File: config.mk
export PLATFORM = sky130hd
export DESIGN_NAME = blink_code_arbiter
export DESIGN_NICKNAME = d
export VERILOG_FILES = /design/src/rtl/blink_pkg.sv /design/src/rtl/blink_code_arbiter_tick_gen.sv /design/src/rtl/blink_code_arbiter.sv
export SDC_FILE = /design/constraint.sdc
export NUM_CORES = 1
export LEC_CHECK = 0
export CAP_MARGIN = 40
export CORE_MARGIN = 10
export CORE_UTILIZATION = 52
export CTS_CLUSTER_SIZE = 40
export DETAILED_ROUTE_END_ITERATION = 8
export GPL_TIMING_DRIVEN = 1
export PLACE_DENSITY = 0.75
export SETUP_SLACK_MARGIN = 0.2
export SLEW_MARGIN = 20
export SYNTH_ARGS = -nofsm -noshare
export SYNTH_HDL_FRONTEND = slang
export SYNTH_SLANG_ARGS = --single-unit
File: constraint.sdc
create_clock -name sysClk -period 3.1 [get_ports sysClk]
set_clock_uncertainty 0.2 [all_clocks]
set_input_delay 0.62 -clock sysClk [delete_from_list [all_inputs] [get_ports sysClk]]
set_output_delay 0.62 -clock sysClk [all_outputs]
set_load 0.02 [all_outputs]
File: src/rtl/blink_pkg.sv
// Shared types and helpers for the blink-code LED arbiter.
// Holds the sequencer state encoding, code width and counter sizing.
package blink_pkg;

  typedef enum logic [2:0] {
    IDLE,
    ON,
    OFF,
    GAP,
    DONE
  } state_t;

  localparam int CODE_W = 4;

  // Bits needed for a phase counter that counts 0..max(a,b,c)-1.
  function automatic int phase_w(input int a, input int b, input int c);
    int m;
    m = a;
    if (b > m) m = b;
    if (c > m) m = c;
    return (m < 2) ? 1 : $clog2(m);
  endfunction

endpackage

File: src/rtl/blink_code_arbiter_tick_gen.sv
// Prescaler: emits a one-cycle tick every TICK_DIV sysClk cycles.
// Ports: sysClk, rst (sync, active high), clr (restart count), tick.
module tick_gen #(
  parameter int TICK_DIV = 10_000_000
) (
  input  logic sysClk,
  input  logic rst,
  input  logic clr,
  output logic tick
);

  localparam int CW = $clog2(TICK_DIV);

  logic [CW-1:0] cnt_q;
  logic [CW-1:0] cnt_d;

  assign tick = (cnt_q == CW'(TICK_DIV - 1));

  always_comb begin
    cnt_d = cnt_q + 1'b1;
    if (clr || tick) cnt_d = '0;
  end

  always_ff @(posedge sysClk) begin
    if (rst) cnt_q <= '0;
    else     cnt_q <= cnt_d;
  end

endmodule

File: src/rtl/blink_code_arbiter.sv
// Round-robin arbiter that lets NREQ requesters flash a 4-bit code on led0.
// Ports: sysClk, rst, req/code in; grant, ack, led0 (blink), led1 (busy) out.
module blink_code_arbiter
  import blink_pkg::*;
#(
  parameter int NREQ      = 4,
  parameter int TICK_DIV  = 10_000_000,
  parameter int ON_TICKS  = 3,
  parameter int OFF_TICKS = 3,
  parameter int GAP_TICKS = 10
) (
  input  logic                   sysClk,
  input  logic                   rst,
  input  logic [NREQ-1:0]        req,
  input  logic [NREQ*CODE_W-1:0] code,
  output logic [NREQ-1:0]        grant,
  output logic [NREQ-1:0]        ack,
  output logic                   led0,
  output logic                   led1
);

  localparam int IW = $clog2(NREQ);
  localparam int PW = phase_w(ON_TICKS, OFF_TICKS, GAP_TICKS);

  state_t            state_q, state_d;
  logic [IW-1:0]     win_q, win_d;
  logic [CODE_W-1:0] rem_q, rem_d;
  logic [PW-1:0]     phase_q, phase_d;
  logic [NREQ-1:0]   grant_q, grant_d;
  logic [NREQ-1:0]   ack_q, ack_d;
  logic              led0_q, led0_d;
  logic              led1_q, led1_d;

  logic          clr;
  logic          tick;
  logic          ph_last;
  logic [IW-1:0] pick;

  // First requester at or after last+1, wrapping.
  function automatic logic [IW-1:0] rr_pick(
    input logic [NREQ-1:0] r,
    input logic [IW-1:0]   last
  );
    logic found;
    int   idx;
    rr_pick = last;
    found   = 1'b0;
    for (int k = 1; k <= NREQ; k++) begin
      idx = (int'(last) + k) % NREQ;
      if (!found && r[idx]) begin
        rr_pick = IW'(idx);
        found   = 1'b1;
      end
    end
  endfunction

  tick_gen #(
    .TICK_DIV(TICK_DIV)
  ) u_tick (
    .sysClk(sysClk),
    .rst   (rst),
    .clr   (clr),
    .tick  (tick)
  );

  always_comb begin
    state_d = state_q;
    win_d   = win_q;
    rem_d   = rem_q;
    phase_d = phase_q;
    grant_d = grant_q;
    ack_d   = '0;
    led0_d  = led0_q;
    clr     = 1'b0;
    pick    = rr_pick(req, win_q);
    ph_last = (state_q == ON)  ? (phase_q == PW'(ON_TICKS - 1)) :
              (state_q == OFF) ? (phase_q == PW'(OFF_TICKS - 1)) :
                                 (phase_q == PW'(GAP_TICKS - 1));

    unique case (state_q)
      IDLE: begin
        clr     = 1'b1;
        phase_d = '0;
        if (|req) begin
          win_d   = pick;
          grant_d = NREQ'(1) << pick;
          rem_d   = code[CODE_W*pick +: CODE_W];
          if (rem_d != '0) begin
            state_d = ON;
            led0_d  = 1'b1;
          end else begin
            state_d = DONE;
          end
        end
      end
      ON, OFF, GAP: begin
        if (!req[win_q]) begin
          // Requester withdrew: drop everything, no ack.
          state_d = IDLE;
          led0_d  = 1'b0;
          grant_d = '0;
          clr     = 1'b1;
          phase_d = '0;
        end else if (tick) begin
          if (ph_last) begin
            clr     = 1'b1;
            phase_d = '0;
            if (state_q == ON) begin
              state_d = OFF;
              led0_d  = 1'b0;
            end else if (state_q == OFF) begin
              rem_d = rem_q - 1'b1;
              if (rem_q > 4'd1) begin
                state_d = ON;
                led0_d  = 1'b1;
              end else begin
                state_d = GAP;
              end
            end else begin
              state_d = DONE;
              ack_d   = grant_q;
              grant_d = '0;
            end
          end else begin
            phase_d = phase_q + 1'b1;
          end
        end
      end
      DONE: begin
        // A zero code arrives here still granted; ack it on this pass.
        if (|grant_q) begin
          ack_d   = grant_q;
          grant_d = '0;
        end else begin
          state_d = IDLE;
        end
      end
      default: state_d = IDLE;
    endcase

    led1_d = (state_d != IDLE);
  end

  always_ff @(posedge sysClk) begin
    if (rst) begin
      state_q <= IDLE;
      win_q   <= IW'(NREQ - 1);
      rem_q   <= '0;
      phase_q <= '0;
      grant_q <= '0;
      ack_q   <= '0;
      led0_q  <= 1'b0;
      led1_q  <= 1'b0;
    end else begin
      state_q <= state_d;
      win_q   <= win_d;
      rem_q   <= rem_d;
      phase_q <= phase_d;
      grant_q <= grant_d;
      ack_q   <= ack_d;
      led0_q  <= led0_d;
      led1_q  <= led1_d;
    end
  end

  assign grant = grant_q;
  assign ack   = ack_q;
  assign led0  = led0_q;
  assign led1  = led1_q;

endmodule

==> summary.md, run 1 <==
| Metric | Value |
|---|---|
| Status | `complete, no violations` |
| DRC | `0` |
| Routed wirelength normalized by instance count | `14.63 um` |
| Final setup fails | `0` |
| CTS max path bufs | `2` |
| Worst Path Buf+Inv | `1` |
| Pin count of the biggest net entering global routing | `24` |
| Slew headroom | `66.05%` |
| First-pass detailed-route iteration total | `5` |
| Slew @ Worst Pin | `0.5093 ns` |
| Most frequent cell after synthesis | `dfxtp_1` |
| Worst-path fanout max | `18` |
| Worst skew pair latency | `0.29 ns` |
| Clock Sinks | `47` |
| Via Count | `2446` |
| Peak Freq | `0.3548 GHz` |
| Crit path largest cell delay | `0.55 ns` |
| Mapped Nets | `347` |
| First-pass GRT wire length | `10.57 mm` |
| Post-route clock period utilization | `90.91%` |
| Area Growth Syn to Fin | `20.54%` |
| Gr usage total | `14.79%` |
| Simple-Gate Fraction of Synth Area | `27.38%` |
| Post-synth top flop | `dfxtp_1` |
| Syn Area/Cell | `8.194 um2` |
| Setup ws final | `0.2818 ns` |
| Startpoint Class | `primary input` |
| Core ar. | `4786 um2` |
| Vias/cell | `5.783` |
| Largest family of logic cells by synthesized area | `simple AND/OR/NAND/NOR gates` |
| Yosys top cell by area | `dfxtp_1` |
| Ant diodes | `0` |
| Critical Path AT | `2.80 ns` |
| Seq/Total Area, Yosys | `36.00%` |
| Seq cells post-synth | `47` |
| Hold Path Class | `reg -> reg` |
| Fraction of registers with async set or reset after synthesis | `0%` |
| Initial antenna violation count | `0` |
| Mux cell area share after synthesis | `1.628%` |
| Leak | `1.185 nW` |
| Register Area | `940.9 um2` |
| Final setup TNS | `0 ns` |
| Cts hold-fix bufs | `0` |
| Chip height | `90.90 um` |
| Critical-path cell list | `clkdlybuf4s50_1 > mux2i_1 > or2_2 > and4_1 > o32ai_1 > nand4_1 > o221a_2` |
| Die ar. | `8262 um2` |
| I/O Buffers | `31` |
| Type of destination of the critical path | `register` |
| Share of post-route cells with drive strength above 1 | `7.865%` |
| Post-route ant nets | `0` |
| Period minus WS final | `2.818 ns` |
| Critical path class | `in -> reg` |
| GPL Wtd Cong | `0.8794` |
| RSZ-0062 raised after global routing | `yes` |
| Synth area leaders | `dfxtp_1, nor2_1, xor2_1` |
| Number of H-tree levels | `2` |
| Dpl ws | `-0.009832 ns` |
| Synth Area in Compound Gates | `20.39%` |
| Final hold vios | `0` |
| Gr ovfl total | `0` |
| Placed Area | `3049 um2` |
| Final Cell Area | `3151 um2` |
| Multi-input logic area | `1572 um2` |
| Worst Path Required | `3.08 ns` |
| Post-CTS Setup Inserts | `0` |
| Initial Util | `54.61%` |
| Root Buffer | `clkbuf_8` |
| Post-synth top cells | `dfxtp_1, nor2_1, nand2_1, a21oi_1` |
| Cell count after synthesis | `319` |
| Final nets | `383` |
| PwrDens | `668.1 nW/um2` |
| Synth Cell Area | `2614 um2` |
| Post-synth EDFFs | `0` |
| Pins over their slew limit | `0` |
| Die width | `90.90 um` |
| Critical path's top delay family | `simple AND/OR/NAND/NOR gates` |
| Post-synth cell types | `48` |
| IO Count | `32` |
| Area share of the largest cell type after synthesis | `36.00%` |
| Dpl hpwl | `4.514 mm` |
| Critical path's slowest cell | `clkdlybuf4s50_1` |
| Filler cells | `418` |
| Starting DRT DRC Count | `190` |
| Adder-cell share of the synthesized area | `2.872%` |
| Vias in the first global route | `2226` |
| Worst VDD drop | `0.0004266 V` |
| Clock slew seen by the registers of the worst setup and hold paths | `0.09 ns` |
| Max-cap violations | `0` |
| TritonCTS clock tree | `done` |
| WL final | `6.188 mm` |
| Post-Synth XOR/XNOR Area | `7.372%` |
| FP Rows | `25` |
| Num CTS Buffers | `5` |
| Ys Warns | `0` |
[layout by cell type (no fill, tap or decap), types with 10 or more instances in the layout]
| master | count |
|---|---|
| o21ai_0 | 12 |
| nand2_1 | 26 |
| inv_1 | 16 |
| clkdlybuf4s50_1 | 31 |
| xor2_1 | 16 |
| and3_1 | 10 |
| buf_4 | 10 |
| dfxtp_1 | 47 |
| a21oi_1 | 17 |
| nor2_1 | 42 |
[metrics by stage]
stage / std cells / hold slack, ns / total power, W / utilization [%]
global route: 423 / 0.3293 / 0.002271 / 65.83
floorplan: 319 / 0.2377 / 0.001428 / -
global placement: 415 / 0.2584 / 0.001712 / 63.71
detailed placement: 415 / 0.2733 / 0.001717 / 63.71
finish: 423 / 0.2900 / 0.002105 / 65.83
CTS: 423 / 0.2879 / 0.002088 / 65.57
[layer usage]
metal	GRT usage [%]	vias to the layer above	wire length, um
li1	-	1229	-
met4	3.264	0	70
met2	21.75	80	2704
met5	0	-	0
met1	21.12	1125	3026
met3	3.491	12	387
[flip-flops by register name, indices dropped and copies added (netlist names)]
signal	count
led1	1
phase_q	4
win_q	2
ack	4
state_q	3
led0	1
u_tick.cnt_q	24
rem_q	4
grant	4
[logic make-up after synthesis]
kind of cell / count (synthesis)
adders and majority gates: 6
DFF: 47
buffers and inverters: 29
xor gates and xnor gates: 22
AOI/OAI and AO/OA: 75
and+or+nand+nor: 137
muxes: 3
[final timing paths]
path | cells after the start | slack (ns) | end | startpoint
worst min register to register | 1 | 0.29 | u_tick.cnt_q[0]$_SDFF_PP0_ | u_tick.cnt_q[0]$_SDFF_PP0_
worst max register to register | 6 | 0.38 | led1$_SDFF_PP0_ | state_q[0]$_SDFF_PP0_
worst min-delay path | 1 | 0.29 | u_tick.cnt_q[0]$_SDFF_PP0_ | u_tick.cnt_q[0]$_SDFF_PP0_
worst max-delay path | 7 | 0.28 | led0$_SDFFE_PP0P_ | req[3]
[report_power, final]
part	switching (W)	total [W]	internal (W)	leakage, nW
clock	0.000206	0.000368	0.000162	0.0418
sequential	0.0000970	0.000784	0.000687	0.382
combinational	0.000519	0.000953	0.000434	0.762
[cell type report]
type | count | area share (%)
Clock buffer | 6 | 2.303
Clock inverter | 2 | 0.5163
Inverter | 16 | 1.906
Multi-Input combinational cell | 243 | 49.88
Sequential cell | 47 | 29.86
Tap cell | 67 | 2.661
Timing Repair Buffer | 42 | 12.87
[what timing repair did]
item / in CTS / in global routing
endpoints found under the hold margin: 0 / 0
gates resized for setup: 0 / 3
endpoints found under the setup margin: 0 / 7
[worst register-to-register path: stages, from the launching register on]
cell and delay (ns):
dfxtp_1 0.52, xnor2_1 0.17, or4b_4 0.53, a2111oi_4 0.57
mux2i_1 0.33, o211ai_1 0.11, a21o_1 0.19
No activity file was read; power rests on OpenSTA's default activity.
==> run 2: changes to the inputs <==
Settings changed: CORE_ASPECT_RATIO set to 2.
==> run 2 against run 1 <==
  * Combinational power shrank 0.9%
  * Sequential power shrank 0.8%
  * Sequential cell count is the same
  * Critical path depth is the same
  * Cell count shrank 1.9%
  * First-iteration DRC count shrank 27%
  * Highest routed layer unchanged
  * Die area grew 2.1%
  * Worst hold slack gained 0.0018 ns
  * Register-to-register slack gained 0.06 ns
  * Via count grew 0.86%
  * Largest power group unchanged
  * Fmax grew 2.3%
  * Non-clock buffer count grew 2
==> summary.md, run 2 (synthesis results as in run 1) <==
| Metric | Value |
|---|---|
| Max reg flops | `24` |
| Post-CTS Setup Inserts | `0` |
| Initial Util | `53.73%` |
| Peak Freq | `0.3629 GHz` |
| Critical path's slowest cell | `clkdlybuf4s50_1` |
| Startpoint Class | `primary input` |
| Die ar. | `8434 um2` |
| Area Growth Syn to Fin | `19.91%` |
| IO Count | `32` |
| Dpl hpwl | `5.038 mm` |
| Ant diodes | `0` |
| Most frequent cells in the layout | `dfxtp_1, nor2_1, clkdlybuf4s50_1, nand2_1, a21oi_1` |
| Status | `complete, no violations` |
| Slew @ Worst Pin | `0.5094 ns` |
| Chip height | `120.3 um` |
| Vias/cell | `5.945` |
| Hold Path Class | `reg -> reg` |
| Dpl cells | `407` |
| Num CTS Buffers | `5` |
| Register Area | `940.9 um2` |
| Number of H-tree levels | `2` |
| Worst VDD drop | `0.0004446 V` |
| Worst skew pair latency | `0.31 ns` |
| Worst Path Buf+Inv | `1` |
| PwrDens | `671.5 nW/um2` |
| Critical path's top delay family | `simple AND/OR/NAND/NOR gates` |
| Gr ovfl total | `0` |
| Multi-input logic area | `1560 um2` |
| Vias in the first global route | `2428` |
| Via Count | `2467` |
| Critical-path cell list | `clkdlybuf4s50_1 > mux2i_1 > or2_2 > and4_1 > o32ai_1 > nand4_1 > o221a_2` |
| Register name with the most flops | `u_tick.cnt_q` |
| Worst Path Required | `3.10 ns` |
| Post-route ant nets | `0` |
| I/O Buffers | `31` |
| Routed wirelength normalized by instance count | `15.81 um` |
| WL final | `6.561 mm` |
| Critical path class | `in -> reg` |
| First-pass detailed-route iteration total | `4` |
| Pins over their slew limit | `0` |
| GPL Wtd Cong | `0.9294` |
| TritonCTS clock tree | `done` |
| CTS max path bufs | `2` |
| RSZ-0062 raised after global routing | `no` |
| Gr usage total | `15.40%` |
| Clock slew seen by the registers of the worst setup and hold paths | `0.09 ns` |
| Layout Cells excl Fill | `415` |
| Crit path largest cell delay | `0.56 ns` |
| Final setup TNS | `0 ns` |
| Clock Sinks | `47` |
| Period minus WS final | `2.756 ns` |
| Critical Path AT | `2.76 ns` |
| Final hold vios | `0` |
| Type of destination of the critical path | `register` |
| Slew headroom | `65.83%` |
| Die width | `70.13 um` |
| Share of post-route cells with drive strength above 1 | `8.101%` |
| Filler cells | `446` |
| Starting DRT DRC Count | `138` |
| Final nets | `385` |
| Min Hold Slack | `0.2919 ns` |
| Max-cap violations | `0` |
| Root Buffer | `clkbuf_8` |
| Initial antenna violation count | `0` |
| Worst-path fanout max | `16` |
| FP Rows | `36` |
| Final setup fails | `0` |
| Leak | `1.189 nW` |
| Core ar. | `4865 um2` |
| Commonest non-fill, non-tap cell in the layout | `dfxtp_1` |
| Pin count of the biggest net entering global routing | `24` |
| DRC | `0` |
| Post-route clock period utilization | `88.90%` |
| First-pass GRT wire length | `11.16 mm` |
[run 2: what timing repair did]
action / 4_1_cts / 5_1_grt
resized for setup: 0 / 1
hold buffers: 0 / 0
endpoints found under the setup margin: 0 / 1
[run 2: cell type report]
class	count	area share (%)
multi-input cells	243	49.78
flip-flops and latches	47	30.02
repair buffers	44	13.01
well taps	57	2.275
clock buffers	5	2.196
inverters	16	1.916
clock inverters	3	0.7984
[run 2: routing by layer]
metal,GRT usage [%],part of all wire (%)
met1,15.00,37
met2,29.10,55
met3,3.194,4.5
met5,0,0
met4,8.189,3.7
[run 2: worst register-to-register path: cells and delay by family (launching register included)]
kind,cells,cell delay (ns)
simple gates,5,1.64
flops,1,0.37
compound gates,1,0.34
[run 2: report_power, final]
group | leakage (nW) | internal [W] | switching, W | total (W)
clock network | 0.0443 | 0.000161 | 0.000221 | 0.000382
registers | 0.382 | 0.000687 | 0.0000909 | 0.000778
logic | 0.763 | 0.000415 | 0.000529 | 0.000944
[run 2: final timing paths]
path                                from                     endpoint  slack (ns)  cells after the start
min          u_tick.cnt_q[23]$_SDFF_PP0_  u_tick.cnt_q[23]$_SDFF_PP0_        0.29                      2
max                               req[3]            led0$_SDFFE_PP0P_        0.34                      7
max reg2reg  u_tick.cnt_q[10]$_SDFF_PP0_        rem_q[1]$_SDFFE_PP0P_        0.44                      6
min reg2reg  u_tick.cnt_q[23]$_SDFF_PP0_  u_tick.cnt_q[23]$_SDFF_PP0_        0.29                      2
[run 2: metrics by stage]
| stage | instance area [um2] | setup slack (ns) | total power, W | util, % |
|---|---|---|---|---|
| after floorplan | 2614 | 0.6984 | 0.001428 | - |
| final | 3134 | 0.3441 | 0.002105 | 64.43 |
| after global routing | 3134 | 0.2106 | 0.002244 | 64.43 |
| after global placement | 3039 | 0.05975 | 0.001710 | 62.47 |
| after CTS | 3133 | 0.3412 | 0.002112 | 64.40 |
| after detailed placement | 3039 | 0.02569 | 0.001727 | 62.47 |
